[config.mk]
export PLATFORM = sky130hd
export DESIGN_NAME = clock_set_ctrl
export DESIGN_NICKNAME = d
export VERILOG_FILES = /design/src/rtl/clock_set_ctrl.sv
export SDC_FILE = /design/constraint.sdc
export NUM_CORES = 1
export LEC_CHECK = 0
export ABC_CLOCK_PERIOD_IN_PS = 4600
export BUFFER_PORTS_ARGS = -buffer_cell sky130_fd_sc_hd__buf_2
export CAP_MARGIN = 20
export CORE_MARGIN = 3
export CORE_UTILIZATION = 50
export DETAILED_ROUTE_END_ITERATION = 10
export PLACE_DENSITY = 0.66
export REMOVE_ABC_BUFFERS = 1
export SYNTH_ARGS = -nofsm -noshare
export SYNTH_HDL_FRONTEND = slang
export SYNTH_SLANG_ARGS = --single-unit
export TNS_END_PERCENT = 1
[constraint.sdc]
create_clock -name clk -period 4.6 [get_ports clk]
set_input_delay 0.23 -clock clk [delete_from_list [all_inputs] [get_ports clk]]
set_output_delay 0.23 -clock clk [all_outputs]
set_load 0.02 [all_outputs]
[src/rtl/clock_set_ctrl.sv]
// Sequencing controller for the 12-hour clock core: 1 Hz prescaler,
// RUN / SET_HOUR / SET_MIN mode FSM driven by two push-buttons, and
// single-cycle increment / clear commands for the time counters.
module clock_set_ctrl #(
   parameter int unsigned TICK_DIV    = 10000000,
   parameter int unsigned HOLD_CYC    = 5000000,
   parameter int unsigned REPEAT_CYC  = 2000000,
   parameter int unsigned TIMEOUT_CYC = 100000000,
   parameter int unsigned BLINK_CYC   = 5000000
) (
   input  logic       clk,
   input  logic       rst,
   input  logic       ena,
   input  logic       btn_mode,
   input  logic       btn_inc,
   output logic       tick_en,
   output logic       inc_hour,
   output logic       inc_min,
   output logic       clr_sec,
   output logic [1:0] mode,
   output logic       blink
);

   localparam int unsigned HOLD_MAX = (HOLD_CYC > REPEAT_CYC) ? HOLD_CYC : REPEAT_CYC;
   localparam int unsigned PW = $clog2(TICK_DIV);
   localparam int unsigned HW = $clog2(HOLD_MAX);
   localparam int unsigned IW = $clog2(TIMEOUT_CYC);
   localparam int unsigned BW = $clog2(BLINK_CYC);

   localparam logic [PW-1:0] PRESC_LAST  = PW'(TICK_DIV - 1);
   localparam logic [HW-1:0] HOLD_LAST   = HW'(HOLD_CYC - 1);
   localparam logic [HW-1:0] REPEAT_LAST = HW'(REPEAT_CYC - 1);
   localparam logic [IW-1:0] IDLE_LAST   = IW'(TIMEOUT_CYC - 1);
   localparam logic [BW-1:0] BLINK_LAST  = BW'(BLINK_CYC - 1);

   typedef enum logic [1:0] {
      RUN      = 2'b00,
      SET_HOUR = 2'b01,
      SET_MIN  = 2'b10
   } state_t;

   state_t state, state_nxt;

   logic          mode_s1, mode_s2, mode_s3;
   logic          inc_s1, inc_s2, inc_s3;
   logic [PW-1:0] presc;
   logic [HW-1:0] hold_cnt;
   logic          hold_arm;
   logic          hold_rep;
   logic [IW-1:0] idle_cnt;
   logic [BW-1:0] blink_cnt;

   logic          mode_edge, inc_edge, timeout, in_set, changing;
   logic          hold_run, rep_fire, inc_pulse;
   logic [HW-1:0] hold_lim;
   logic          tick_nxt, inc_hour_nxt, inc_min_nxt, clr_nxt;

   assign mode = state;

   // Mode FSM state register.
   always_ff @(posedge clk or posedge rst) begin
      if (rst) begin
         state <= RUN;
      end else if (ena) begin
         state <= state_nxt;
      end
   end

   // Next state, auto-repeat decision and next values of the command pulses.
   always_comb begin
      mode_edge    = ena & mode_s2 & ~mode_s3;
      inc_edge     = ena & inc_s2 & ~inc_s3;
      in_set       = (state != RUN);
      timeout      = ena & in_set & (idle_cnt == IDLE_LAST);
      state_nxt    = state;
      if (mode_edge) begin
         case (state)
            RUN:      state_nxt = SET_HOUR;
            SET_HOUR: state_nxt = SET_MIN;
            default:  state_nxt = RUN;
         endcase
      end else if (timeout) begin
         state_nxt = RUN;
      end
      changing     = (state_nxt != state);
      // Auto-repeat only runs after an accepted edge pulse in this same state.
      hold_run     = ena & in_set & ~changing & hold_arm & inc_s2 & ~inc_edge;
      hold_lim     = hold_rep ? REPEAT_LAST : HOLD_LAST;
      rep_fire     = hold_run & (hold_cnt == hold_lim);
      inc_pulse    = ena & in_set & ~changing & (inc_edge | rep_fire);
      tick_nxt     = ena & (state == RUN) & (state_nxt == RUN) & (presc == PRESC_LAST);
      inc_hour_nxt = inc_pulse & (state == SET_HOUR);
      inc_min_nxt  = inc_pulse & (state == SET_MIN);
      clr_nxt      = ena & in_set & (state_nxt == RUN);
   end

   // Button synchronizers plus previous-value flop for edge detection.
   always_ff @(posedge clk or posedge rst) begin
      if (rst) begin
         mode_s1 <= 1'b0;
         mode_s2 <= 1'b0;
         mode_s3 <= 1'b0;
         inc_s1  <= 1'b0;
         inc_s2  <= 1'b0;
         inc_s3  <= 1'b0;
      end else if (ena) begin
         mode_s1 <= btn_mode;
         mode_s2 <= mode_s1;
         mode_s3 <= mode_s2;
         inc_s1  <= btn_inc;
         inc_s2  <= inc_s1;
         inc_s3  <= inc_s2;
      end
   end

   // Registered single-cycle command outputs.
   always_ff @(posedge clk or posedge rst) begin
      if (rst) begin
         tick_en  <= 1'b0;
         inc_hour <= 1'b0;
         inc_min  <= 1'b0;
         clr_sec  <= 1'b0;
      end else begin
         tick_en  <= tick_nxt;
         inc_hour <= inc_hour_nxt;
         inc_min  <= inc_min_nxt;
         clr_sec  <= clr_nxt;
      end
   end

   // Prescaler, hold/repeat, idle-timeout and blink counters.
   always_ff @(posedge clk or posedge rst) begin
      if (rst) begin
         presc     <= '0;
         hold_cnt  <= '0;
         hold_arm  <= 1'b0;
         hold_rep  <= 1'b0;
         idle_cnt  <= '0;
         blink_cnt <= '0;
         blink     <= 1'b0;
      end else if (ena) begin
         if ((state == RUN) && (state_nxt == RUN)) begin
            presc <= (presc == PRESC_LAST) ? '0 : presc + 1'b1;
         end else begin
            presc <= '0;
         end

         if (inc_pulse && inc_edge) begin
            hold_arm <= 1'b1;
            hold_rep <= 1'b0;
            hold_cnt <= '0;
         end else if (rep_fire) begin
            hold_rep <= 1'b1;
            hold_cnt <= '0;
         end else if (hold_run) begin
            hold_cnt <= hold_cnt + 1'b1;
         end else begin
            hold_arm <= 1'b0;
            hold_rep <= 1'b0;
            hold_cnt <= '0;
         end

         if (!in_set || changing || mode_edge || inc_edge || rep_fire) begin
            idle_cnt <= '0;
         end else begin
            idle_cnt <= idle_cnt + 1'b1;
         end

         if (state_nxt == RUN) begin
            blink     <= 1'b0;
            blink_cnt <= '0;
         end else if (changing) begin
            blink     <= 1'b1;
            blink_cnt <= '0;
         end else if (blink_cnt == BLINK_LAST) begin
            blink     <= ~blink;
            blink_cnt <= '0;
         end else begin
            blink_cnt <= blink_cnt + 1'b1;
         end
      end
   end

endmodule
* Word level (Yosys, flattened, before mapping)
Index checks and enable logic that the tools add are counted.
** Storage, ports and cells
- Output and inout port bits :: 7
- Word-level logic and storage cells :: 91
- Bits in registers :: 112
- Input port bits :: 5
** Operators by class
- Bitwise logic cells :: 24
- Muxes and demuxes :: 21
- Eq/ne operators :: 10
- Add/sub/neg operators :: 4
- Reduce and logical (&&, ||, !) cells :: 14
** Operator list (number)
- $mux 23 :: 7
- $mux 24 :: 2
- $add 23x1->23 const B :: 2
- $add 27x1->27 const B :: 1
- $eq 27x27->1 const B :: 1
- $mux 27 :: 1
- $add 24x1->24 const B :: 1
- $eq 24x24->1 const B :: 1
- $eq 23x23->1 :: 1
- $eq 23x23->1 const B :: 1
- $and 1x1->1 :: 18
- $mux 1 :: 8
- $not 1->1 :: 5
- $logic_not 2->1 :: 2
- $logic_or 1x1->1 :: 4
- $mux 2 :: 2
- $ne 2x1->1 const B :: 2
- $pmux 2 s2 :: 1
- $reduce_and 2->1 :: 2
- $ne 3x1->1 const B :: 1
- $reduce_and 3->1 :: 1
- $reduce_bool 3->1 :: 1
- $eq 2x1->1 const B :: 1
- $eq 2x2->1 const B :: 1
- other kinds (5) :: 6

* Depth between registers and ports, before layout
Gate-level depths: netlist of run 1.
- Word-level depth :: 17
- Mapped depth :: 8
- Mapped depth without buffers :: 6

* Worst setup path before layout of run 1
Ideal clock, no wire load.
- Path type :: register to register
- Start :: register idle_cnt[19]
- End :: register blink_cnt[10]
- Arrival time :: 1.994 ns
- Stages on the path, launching flop included :: 7
- Path slack :: 2.487 ns
- Buffers on the path :: 1
- Required time :: 4.481 ns
- Period minus slack after synthesis :: 2.113 ns
- Cell sequence :: dfrtp_1 -> or4b_4 -> nor4_4 -> nand4_4 -> a21oi_4 -> buf_6 -> nor2_1
** On the way
- Word-level cells in the longest chain between the ends :: 7
** RTL lines
- start: declaration :: RTL line 50 : logic [IW-1:0] idle_cnt;
- start signal: assignment :: RTL line 166 : idle_cnt <= idle_cnt + 1'b1;
- $eq 27x27->1 (*) :: RTL line 74 : timeout = ena & in_set & (idle_cnt == IDLE_LAST);
- $and 1x1->1 (*) :: RTL line 74
- $mux 2 (*) :: RTL line 82 : end else if (timeout) begin
- $mux 2 (*) :: RTL line 76 : if (mode_edge) begin
- $ne 2x2->1 :: RTL line 85 : changing = (state_nxt != state);
- $mux 23 :: RTL line 172 : end else if (changing) begin
- $mux 23 (*) :: RTL line 169 : if (state_nxt == RUN) begin
- end signal: assignment :: RTL line 179 : blink_cnt <= blink_cnt + 1'b1;
- end: declaration :: RTL line 51 : logic [BW-1:0] blink_cnt;
Mark *: on every way between the ends. The rest lies on a longest branch, timed or not.
A chain may end at the register's enable or synchronous reset.

* Final worst setup path of run 1
- Start :: register hold_cnt[8]
- End :: register idle_cnt[0]
** On the way
- Word-level cells in the longest chain between the ends :: 4
** RTL lines
- start: declaration :: RTL line 47 : logic [HW-1:0] hold_cnt;
- start signal: assignment :: RTL line 156 : hold_cnt <= hold_cnt + 1'b1;
- $eq 23x23->1 :: RTL line 89 : rep_fire = hold_run & (hold_cnt == hold_lim);
- $and 1x1->1 :: RTL line 89
- $logic_or 1x1->1 :: RTL line 163 : if (!in_set || changing || mode_edge || inc_edge || rep_fire) begin
- $mux 27 :: RTL line 163
No other way between the ends.

==> results of run 1 <==
[layout make-up]
cell class	instances	area, um2
Clock buffer	11	252.7
Clock inverter	5	63.81
Fill cell	1051	5127
Inverter	33	126.4
Multi-Input combinational cell	481	3062
Sequential cell	112	2803
Tap cell	143	178.9
Timing Repair Buffer	17	97.59
[power breakdown]
group / leakage (nW) / total (W) / switching [W] / internal, W
combinational: 0.940 / 0.000407 / 0.000284 / 0.000123
sequential: 1.54 / 0.00110 / 0.0000605 / 0.00104
clock: 0.152 / 0.000826 / 0.000370 / 0.000456
total: 2.63 / 0.00233 / 0.000714 / 0.00162
[sequential cells by signal, summed over array words and instances, names as in the netlist]
signal / flops
hold_cnt: 23
idle_cnt: 27
mode_s2: 1
blink: 1
hold_rep: 1
hold_arm: 1
mode: 2
presc: 24
inc_s2: 1
mode_s1: 1
mode_s3: 1
blink_cnt: 23
inc_min: 1
inc_hour: 1
inc_s3: 1
tick_en: 1
inc_s1: 1
clr_sec: 1
[critical path, stage by stage, from the launching register on]
cell	delay, ns
dfrtp_1	0.41
or4b_2	0.66
o22ai_1	0.24
nand4_1	0.48
nand2_1	0.79
o21ai_0	0.20
[cell families (layout without fill, tap and decap cells)]
logic type / Yosys count / in the layout / synth area share
AO/OA/AOI/OAI: 128 / 128 / 0.1339
buffers and inverters: 63 / 66 / 0.04210
adder cells (fa/ha/maj): 4 / 4 / 0.008175
multiplexers: 13 / 13 / 0.02207
XOR/XNOR: 56 / 56 / 0.08011
AND/OR/NAND/NOR: 280 / 280 / 0.2559
flip-flops: 112 / 112 / 0.4578
[synthesized netlist by cell type, drive strengths merged (4+ instances only)]
cell type	count	share of area
buf	10	0.0096
or4b	6	0.010
ha	4	0.0082
nor4	16	0.021
o21ai	22	0.018
o2bb2ai	6	0.0086
clkbuf	20	0.012
mux2	4	0.0074
a21oi	45	0.039
nand4	29	0.032
a22o	13	0.019
o22ai	8	0.0082
and3	17	0.017
a41oi	4	0.0057
nand2	50	0.031
a31oi	15	0.015
nand3	46	0.040
mux2i	9	0.015
dfrtp	112	0.46
nor2	40	0.025
nand2b	6	0.0061
or3	6	0.0061
xor2	23	0.033
nor2b	5	0.0051
and2	7	0.0072
inv	33	0.020
nor3	29	0.024
and4	7	0.010
xnor2	33	0.047
[metal layers]
| metal | global-route usage | share of wire |
|---|---|---|
| met1 | 0.2764 | 0.47 |
| met2 | 0.3455 | 0.48 |
| met3 | 0.05648 | 0.036 |
| met4 | 0.05963 | 0.0091 |
| met5 | 0 | 0 |
[stage by stage]
| stage | cell area [um2] | instances |
|---|---|---|
| CTS | 6579 | 801 |
| detailed placement | 6262 | 785 |
| floorplan | 5988 | 626 |
| global placement | 6262 | 785 |
| global route | 6584 | 802 |
| finish | 6584 | 802 |
[worst min-delay path by stage]
stage,depth (start not counted),endpoint,startpoint
after global routing,2,mode_s1$_DFFE_PP0P_,btn_mode
after CTS,2,mode_s1$_DFFE_PP0P_,btn_mode
after detailed placement,2,mode_s1$_DFFE_PP0P_,btn_mode
after global placement,2,mode_s1$_DFFE_PP0P_,btn_mode
final,2,hold_cnt[16]$_DFFE_PP0P_,rst
after floorplan,1,idle_cnt[17]$_DFFE_PP0P_,ena
==> results.sh, run 1 <==
export IMPL_layout_commonest_cell="dfrtp_1"
export IMPL_gp_congestion=0.8831
export IMPL_syn_area_mm2=0.006122
export IMPL_first_pass_iters=4
export IMPL_grt_pass1_wl_um=22880
export IMPL_synthCells=656
export IMPL_dp_hpwl_um=8722
export IMPL_finalHoldViolCount=0
export IMPL_p_total_w=0.002332
export IMPL_clock_sinks=112
export IMPL_root_buffer="clkbuf_16"
export IMPL_ios=12
export IMPL_maxCapViolations=0
export IMPL_dp_slack_ns=1.662
export IMPL_endpoint_kind="flip-flop"
export IMPL_first_global_vias=4793
export IMPL_setup_slack_ns=1.665
export IMPL_crit_path_end="idle_cnt[0]$_DFFE_PP0P_"
export IMPL_critPathKind="flip-flop to flip-flop"
export IMPL_antenna_cells=0
export IMPL_ys_seq_area_frac=0.4578
export IMPL_syn_avg_cell_area_um2=9.333
export IMPL_post_cts_setup_buffers=0
export IMPL_status="finished clean"
export IMPL_critPathMaxFanout=22
export IMPL_cts_buffer_depth=2
export IMPL_worstSetupStartpoint="hold_cnt[8]$_DFFE_PP0P_"
export IMPL_grt_use_total=0.2107
export IMPL_rrSetupSlack_ns=1.66
export IMPL_synth_edff_count=0
export IMPL_cts_htree_levels=3
export IMPL_fin_skew_ns=0.009389
export IMPL_die_h_um=116.7
export IMPL_clkLatencyLatePin_ns=0.36
export IMPL_peakVddDrop_uv=324.8
export IMPL_max_freq_mhz=340.7
export IMPL_drc_errors=0
export IMPL_setup_tns_ns=0
export IMPL_grt_ovfl_total=0
export IMPL_critPathRequiredTime_ns=4.80
export IMPL_dieArea_mm2=0.01361
export IMPL_layout_common_cells="dfrtp_1 (112), nand2_1 (50), nand3_1 (43), a21oi_1 (43), nor2_1 (40)"
export IMPL_r2r_end="idle_cnt[0]$_DFFE_PP0P_"
export IMPL_setup_worst_path_start_class="flip-flop"
export IMPL_cts_tree="built"
export IMPL_holdBufCountCts=0
export IMPL_antenna_found_initial=0
export IMPL_rr_worst_depth=5
export IMPL_start_util=0.5228
export IMPL_r2r_start="hold_cnt[8]$_DFFE_PP0P_"
export IMPL_drt_iter0_drc=381
export IMPL_hold_path_class="primary input to asynchronous set/reset pin"
export IMPL_ys_seq_elements=112
export IMPL_cts_resized=0
export IMPL_wirelength_um=13250
export IMPL_arrival_ns=3.14
export IMPL_slew_viol_final=0
export IMPL_vias=4927
export IMPL_antenna_left=0
export IMPL_portBuffers=11
export IMPL_p_per_area_mw_per_mm2=354.3
export IMPL_syn_to_final_growth_pct=7.541
export IMPL_routed_via_density=6.143
export IMPL_wl_per_cell_um=16.52
export IMPL_worst_pin_slew_ns=0.9364
export IMPL_synth_warnings=0
export IMPL_slew_headroom=0.3757
export IMPL_core_area_mm2=0.01171
export IMPL_cellLeakagePower_nw=2.634
export IMPL_postSynth_asyncResetShare=1.000
export IMPL_clk_pin_slew_ns=0.07
export IMPL_drive_above_1_share=0.08346
export IMPL_grt_max_degree=77
export IMPL_worst_hold_slack_ns=0.08974
export IMPL_finalNetCount=663
export IMPL_rows=39
export IMPL_rsz0062_at_grt="false"
export IMPL_fin_crit_ns=2.935
export IMPL_min_period_over_period=0.6381
export IMPL_synth_ff_type="dfrtp_1"
export IMPL_utilization=0.5622
export IMPL_numCtsBuffers=9
export IMPL_die_x_um=116.7
export IMPL_synth_cell_types=61
export IMPL_finalSetupViolCount=0
(Power assumes the default switching activity.)
==> inputs of run 2 (changes only) <==
--- a/config.mk
+++ b/config.mk
@@ -5,7 +5,8 @@
 export SDC_FILE = /design/constraint.sdc
 export NUM_CORES = 1
 export LEC_CHECK = 0
-export ABC_CLOCK_PERIOD_IN_PS = 4600
+export ABC_AREA = 1
+export ABC_CLOCK_PERIOD_IN_PS = 3000
 export BUFFER_PORTS_ARGS = -buffer_cell sky130_fd_sc_hd__buf_2
 export CAP_MARGIN = 20
 export CORE_MARGIN = 3
==> constraint.sdc (replaced) <==
create_clock -name clk -period 3 [get_ports clk]
set_input_delay 0.15 -clock clk [delete_from_list [all_inputs] [get_ports clk]]
set_output_delay 0.15 -clock clk [all_outputs]
set_load 0.02 [all_outputs]
==> run 2 against run 1 <==
Routed wire length is 9.1% higher. Clock-buffer cell count shrank 2. Hold slack better by 0.13 ns. Combinational power rose by 50%. Design area up 11%. Total power grew 47%. Clock power rose by 40%. Area after synthesis up 12%. Sequential share of layout area down 4.2 points. Critical path type unchanged. Largest power group unchanged.
==> results.sh, run 2 <==
export IMPL_status="finished clean"
export IMPL_largestRegisters="idle_cnt: 27 flops, presc: 24 flops"
export IMPL_clk_pin_slew_ns=0.07
export IMPL_wirelength_um=14450
export IMPL_finalHoldViolCount=0
export IMPL_finalNetCount=931
export IMPL_maxCapViolations=0
export IMPL_stdcell_count=1102
export IMPL_synthTopCellsByCount="nand2_1 (237), nor2_1 (120), dfrtp_1 (112)"
export IMPL_antenna_found_initial=0
export IMPL_fin_skew_ns=0.01437
export IMPL_setup_worst_path_start_class="flip-flop"
export IMPL_dp_cells=1084
export IMPL_switchingPower_w=0.001094
export IMPL_routed_via_density=5.173
export IMPL_dieArea_mm2=0.01510
export IMPL_antenna_left=0
export IMPL_cts_buffer_depth=2
export IMPL_pwr_share_clk=0.338
export IMPL_synth_edff_count=0
export IMPL_hold_path_class="primary input to flip-flop"
export IMPL_p_per_area_mw_per_mm2=469.2
export IMPL_grt_max_degree=68
export IMPL_gp_congestion=0.9006
export IMPL_crit_top_cell="nand2_1"
export IMPL_root_buffer="clkbuf_16"
export IMPL_synth_warnings=0
export IMPL_yosysTopAreaCell="dfrtp_1"
export IMPL_post_cts_setup_buffers=0
export IMPL_syn_to_final_growth_pct=6.905
export IMPL_ios=12
export IMPL_worst_pin_slew_ns=0.5786
export IMPL_finalSetupViolCount=0
export IMPL_layout_commonest_cell="nand2_1"
export IMPL_synth_ff_type="dfrtp_1"
export IMPL_synth_top_area_share=0.4103
export IMPL_utilization=0.5493
export IMPL_clkLatencyLatePin_ns=0.36
export IMPL_rsz0062_at_grt="false"
export IMPL_first_global_vias=5489
export IMPL_synth_area_leaders="dfrtp_1 (41%), nand2_1 (13%), nor2_1 (6.6%), xor2_1 (5.9%), inv_1 (5.8%)"
export IMPL_max_freq_mhz=474.3
export IMPL_grt_ovfl_total=0
export IMPL_slew_viol_final=0
export IMPL_drive_above_1_share=0.1048
export IMPL_fin_crit_ns=2.108
export IMPL_endpoint_kind="flip-flop"
export IMPL_grt_use_total=0.2075
export IMPL_die_x_um=122.9
export IMPL_arrival_ns=2.36
export IMPL_syn_area_mm2=0.006832
export IMPL_cts_tree="built"
export IMPL_intPower_w=0.002333
export IMPL_wl_per_cell_um=13.11
export IMPL_synthCells=916
export IMPL_min_period_over_period=0.7028
export IMPL_die_h_um=122.9
export IMPL_antenna_cells=0
export IMPL_synth_most_common_cell="nand2_1"
export IMPL_critPathTopFamily="simple AND/OR/NAND/NOR gates"
export IMPL_critPathSlowestCell="dfrtp_1"
export IMPL_dp_hpwl_um=10310
export IMPL_layout_common_cells="nand2_1 (237), nor2_1 (120), dfrtp_1 (112), inv_1 (104), nand3_1 (56)"
export IMPL_core_area_mm2=0.01330
export IMPL_syn_avg_cell_area_um2=7.458
export IMPL_path_buf_inv=1
export IMPL_portBuffers=11
export IMPL_cts_htree_levels=3
export IMPL_drc_errors=0
export IMPL_power_switching_share=0.3193
export IMPL_regMostFlops="idle_cnt"
export IMPL_synth_cell_types=40
export IMPL_first_pass_iters=5
export IMPL_ys_seq_elements=112
export IMPL_vias=5701
export IMPL_grt_pass1_wl_um=25330
export IMPL_peakVddDrop_uv=340.0
export IMPL_critPathKind="flip-flop to flip-flop"
export IMPL_clock_sinks=112
export IMPL_slew_headroom=0.6143
export IMPL_largest_reg_flops=27
export IMPL_postSynth_asyncResetShare=1.000
export IMPL_critPathMaxFanout=11
export IMPL_slowest_delay_ns=0.40
export IMPL_drt_iter0_drc=391
export IMPL_cellLeakagePower_nw=3.204
export IMPL_seqPwrFrac=0.484
export IMPL_ys_seq_area_frac=0.4103
export IMPL_combPwrFrac=0.178
export IMPL_critPathRequiredTime_ns=3.25
export IMPL_rows=42
export IMPL_numCtsBuffers=9
export IMPL_path_cells="ha_1, nand2_1, nor2_1, nand4_1, nand2_1, inv_1, nand3_1, nand2_1"
export IMPL_start_util=0.5138
-- run 2: cell types whose count changed after synthesis, sizes merged, moves of 15 or more --
| cell | before | now |
|---|---|---|
| nand2 | 50 | 241 |
| inv | 33 | 111 |
| nand4 | 29 | 44 |
| a21oi | 45 | 26 |
| a31oi | 15 | 0 |
| xnor2 | 33 | 16 |
| xor2 | 23 | 46 |
| nor2 | 40 | 141 |
| and3 | 17 | 1 |
-- run 2: final timing paths --
check | from | endpoint | slack [ns] | depth (start not counted)
setup / recovery | presc[1]$_DFFE_PP0P_ | presc[17]$_DFFE_PP0P_ | 0.89 | 8
hold / removal | ena | mode_s3$_DFFE_PP0P_ | 0.22 | 3
setup reg to reg | presc[1]$_DFFE_PP0P_ | presc[17]$_DFFE_PP0P_ | 0.89 | 8
hold reg to reg | inc_s3$_DFFE_PP0P_ | inc_s3$_DFFE_PP0P_ | 0.48 | 2
max in group asynchronous | rst | hold_cnt[8]$_DFFE_PP0P_ | 1.85 | 4
min in group asynchronous | rst | idle_cnt[7]$_DFFE_PP0P_ | 0.40 | 3
-- run 2: metal layers --
layer	share of wire	GRT usage	wire, um
met4	0.013	0.06018	182
met2	0.46	0.3358	6656
met3	0.035	0.03614	505
met1	0.49	0.2872	7106
met5	0	0	0
-- run 2: logic make-up after synthesis --
| logic type | synth area share |
|---|---|
| flops | 0.4103 |
| xor+xnor | 0.07949 |
| simple gates | 0.3430 |
| buf+inv | 0.08736 |
| compound gates | 0.07253 |
| fa+ha+maj | 0.007326 |
-- run 2: per-stage QoR --
| step | TNS [ns] | hold WS, ns | power (W) | area, um2 | worst slack (ns) |
|---|---|---|---|---|---|
| after global placement | 0 | 0.2676 | 0.002301 | 6998 | 0.9291 |
| after detailed placement | 0 | 0.2649 | 0.002307 | 6998 | 0.9123 |
| after global routing | 0 | 0.2251 | 0.003608 | 7303 | 0.6212 |
| after CTS | 0 | 0.2003 | 0.003478 | 7303 | 0.8989 |
| final | 0 | 0.2168 | 0.003427 | 7303 | 0.8917 |
| after floorplan | -12.21 | 0.2256 | 0.002108 | 6668 | -0.1090 |
-- run 2: worst register-to-register path, stage by stage (launching register included) --
cell and delay (ns):
dfrtp_1 0.40, ha_1 0.33, nand2_1 0.13, nor2_1 0.18, nand4_1 0.20, nand2_1 0.37
inv_1 0.22, nand3_1 0.11, nand2_1 0.06
-- run 2: area by class of cell --
| class | instances | area, um2 |
|---|---|---|
| multi-input combinational | 666 | 3432 |
| inverter | 114 | 435.4 |
| clock buffer | 9 | 225.2 |
| fill | 1304 | 5992 |
| clock inverter | 6 | 50.05 |
| tap | 176 | 220.2 |
| sequential | 112 | 2803 |
| timing repair buffer | 19 | 137.6 |
-- run 2: power by group through the flow --
| stage | registers (W) | logic, W | clock network (W) |
|---|---|---|---|
| finish | 0.00166 | 0.000611 | 0.00116 |
| global route | 0.00167 | 0.000693 | 0.00124 |
| CTS | 0.00166 | 0.000624 | 0.00119 |
| detailed placement | 0.00169 | 0.000619 | 0 |
| global placement | 0.00169 | 0.000616 | 0 |
| floorplan | 0.00170 | 0.000407 | 0 |
-- run 2: repair_timing --
item	CTS	global route
hold buffers	3	0
resized for setup	0	0
hold endpoints to repair	47	0
==> inputs of run 3 (changes only) <==
--- a/config.mk
+++ b/config.mk
@@ -6,7 +6,7 @@
 export NUM_CORES = 1
 export LEC_CHECK = 0
 export ABC_AREA = 1
-export ABC_CLOCK_PERIOD_IN_PS = 3000
+export ABC_CLOCK_PERIOD_IN_PS = 2200
 export BUFFER_PORTS_ARGS = -buffer_cell sky130_fd_sc_hd__buf_2
 export CAP_MARGIN = 20
 export CORE_MARGIN = 3
==> constraint.sdc (replaced) <==
create_clock -name clk -period 2.2 [get_ports clk]
set_input_delay 0.11 -clock clk [delete_from_list [all_inputs] [get_ports clk]]
set_output_delay 0.11 -clock clk [all_outputs]
set_load 0.02 [all_outputs]
==> run 3 against run 2 <==
Non-clock buffer count rose by 7. Clock power increased by 58%. Maximum frequency is 9.1% higher. Via count increased by 0.40%. Clock-buffer cell count grew 1. Highest routed layer unchanged. Flip-flop and latch count unchanged. Total power is 46% higher. Largest cell class unchanged. Clock skew shrank 0.0039 ns.
==> results.sh, run 3 (same netlist as run 2, synthesis figures left out) <==
export IMPL_hold_path_class="primary input to flip-flop"
export IMPL_clkLatencyLatePin_ns=0.36
export IMPL_setup_worst_path_start_class="flip-flop"
export IMPL_regMostFlops="idle_cnt"
export IMPL_stdcell_count=1110
export IMPL_intPower_w=0.003477
export IMPL_dpl_cell_area_mm2=0.007076
export IMPL_finalNetCount=938
export IMPL_post_cts_setup_buffers=0
export IMPL_p_per_area_mw_per_mm2=672.3
export IMPL_finalHoldViolCount=0
export IMPL_vias=5724
export IMPL_slowest_delay_ns=0.41
export IMPL_gr_usage_met2=0.3270
export IMPL_fillers=1296
export IMPL_dp_hpwl_um=10580
export IMPL_finalSetupViolCount=0
export IMPL_drc_errors=0
export IMPL_power_switching_share=0.3041
export IMPL_layout_commonest_cell="nand2_1"
export IMPL_wirelength_um=14630
export IMPL_root_buffer="clkbuf_16"
export IMPL_antenna_found_initial=0
export IMPL_core_area_mm2=0.01330
export IMPL_dp_slack_ns=0.2920
export IMPL_die_h_um=122.9
export IMPL_worst_pin_slew_ns=0.5674
export IMPL_r2r_end="idle_cnt[0]$_DFFE_PP0P_"
export IMPL_switchingPower_w=0.001519
export IMPL_fin_skew_ns=0.01044
export IMPL_clock_sinks=112
export IMPL_rsz0062_at_grt="false"
export IMPL_pwr_share_clk=0.367
export IMPL_wl_per_cell_um=13.18
export IMPL_cellLeakagePower_nw=3.278
export IMPL_first_pass_iters=5
export IMPL_peakVddDrop_uv=540.5
export IMPL_seqCellArea_mm2=0.002803
export IMPL_die_x_um=122.9
export IMPL_slew_viol_final=0
export IMPL_endpoint_kind="flip-flop"
export IMPL_status="finished clean"
export IMPL_first_global_vias=5379
export IMPL_grt_max_degree=44
export IMPL_crit_path_end="idle_cnt[0]$_DFFE_PP0P_"
export IMPL_gp_congestion=0.9096
export IMPL_ios=12
export IMPL_critPathKind="flip-flop to flip-flop"
export IMPL_grt_ovfl_total=0
export IMPL_maxCapViolations=0
export IMPL_slew_headroom=0.6218
export IMPL_dieArea_mm2=0.01510
export IMPL_numCtsBuffers=9
export IMPL_gr_usage_met1=0.3024
export IMPL_fin_crit_ns=1.932
export IMPL_critPathMaxFanout=27
export IMPL_met3_usage=0.04254
export IMPL_multi_input_area_mm2=0.003432
export IMPL_worst_hold_slack_ns=0.1073
export IMPL_utilization=0.5590
export IMPL_layout_common_cells="nand2_1 (237), nor2_1 (120), dfrtp_1 (112), inv_1 (104), nand3_1 (56)"
export IMPL_arrival_ns=2.17
export IMPL_portBuffers=11
export IMPL_rr_worst_depth=9
export IMPL_largest_reg_flops=27
export IMPL_stdcell_area_mm2=0.007432
export IMPL_critPathSlowestCell="dfrtp_1"
export IMPL_worstSetupStartpoint="hold_cnt[0]$_DFFE_PP0P_"
export IMPL_grt_pass1_wl_um=25540
export IMPL_combPwrFrac=0.181
export IMPL_antenna_cells=0
export IMPL_dp_cells=1091
export IMPL_worstHoldStart="ena"
export IMPL_cts_htree_levels=3
export IMPL_setup_slack_ns=0.2677
export IMPL_clk_pin_slew_ns=0.08
export IMPL_grt_use_total=0.2095
export IMPL_largestRegisters="idle_cnt: 27 flops, presc: 24 flops"
export IMPL_rrSetupSlack_ns=0.27
export IMPL_drive_above_1_share=0.1113
export IMPL_seqPwrFrac=0.452
export IMPL_min_period_over_period=0.8783
export IMPL_start_util=0.5138
export IMPL_antenna_left=0
export IMPL_cts_resized=0
export IMPL_drt_iter0_drc=417
export IMPL_max_freq_mhz=517.5
export IMPL_cts_tree="built"
export IMPL_r2r_start="hold_cnt[0]$_DFFE_PP0P_"
export IMPL_critPathRequiredTime_ns=2.43
export IMPL_grt_busiest_layer="met2"
export IMPL_path_cells="ha_1, nand3_2, clkinv_1, nand2_1, nor2_1, nand3_1, o21bai_4, buf_12, o21ai_0"
export IMPL_syn_to_final_growth_pct=8.791
export IMPL_routed_via_density=5.157
export IMPL_cts_buffer_depth=2
export IMPL_rows=42
## run 3: layer usage
metal	routed length [um]	part of all wire
met1	7319	0.50
met2	6718	0.46
met3	467	0.032
met4	127	0.0087
met5	0	0
## run 3: worst min path at each step
stage,end,cells after the start
2_1_floorplan,idle_cnt[24]$_DFFE_PP0P_,1
3_3_place_gp,tick_en$_DFF_PP0_,2
3_5_place_dp,tick_en$_DFF_PP0_,2
4_1_cts,idle_cnt[3]$_DFFE_PP0P_,2
5_1_grt,mode_s3$_DFFE_PP0P_,3
6_report,idle_cnt[3]$_DFFE_PP0P_,2
## run 3: per-stage QoR
stage                     setup TNS, ns  total power [W]
after global placement                0         0.003210
after global routing                  0         0.005273
final                                 0         0.004997
after detailed placement              0         0.003219
after CTS                             0         0.005069
after floorplan                  -97.33         0.002875
## run 3: cell type report
cell class | instances | share of cell area
multi-input cells | 666 | 0.4618
flip-flops and latches | 112 | 0.3771
inverters | 114 | 0.05859
clock buffers | 10 | 0.03081
well taps | 176 | 0.02963
repair buffers | 26 | 0.02896
clock inverters | 6 | 0.01313
## run 3: power by group through the flow
stage               Combinational (W)  Clock (W)  Sequential, W
floorplan                    0.000556          0        0.00232
finish                       0.000905    0.00183        0.00226
CTS                          0.000926    0.00188        0.00226
global route                  0.00102    0.00197        0.00228
detailed placement           0.000918          0        0.00230
global placement             0.000914          0        0.00230
## run 3: worst max-delay path: cells and delay by family, from the launching register on
kind	cells	cell delay [ns]
fa+ha+maj	1	0.21
simple gates	4	0.53
flops	1	0.41
compound gates	2	0.31
buf+inv	2	0.34
## run 3: repair_timing
item	CTS	global route
hold buffers	3	0
hold endpoints to repair	43	0
setup endpoints to repair	0	0
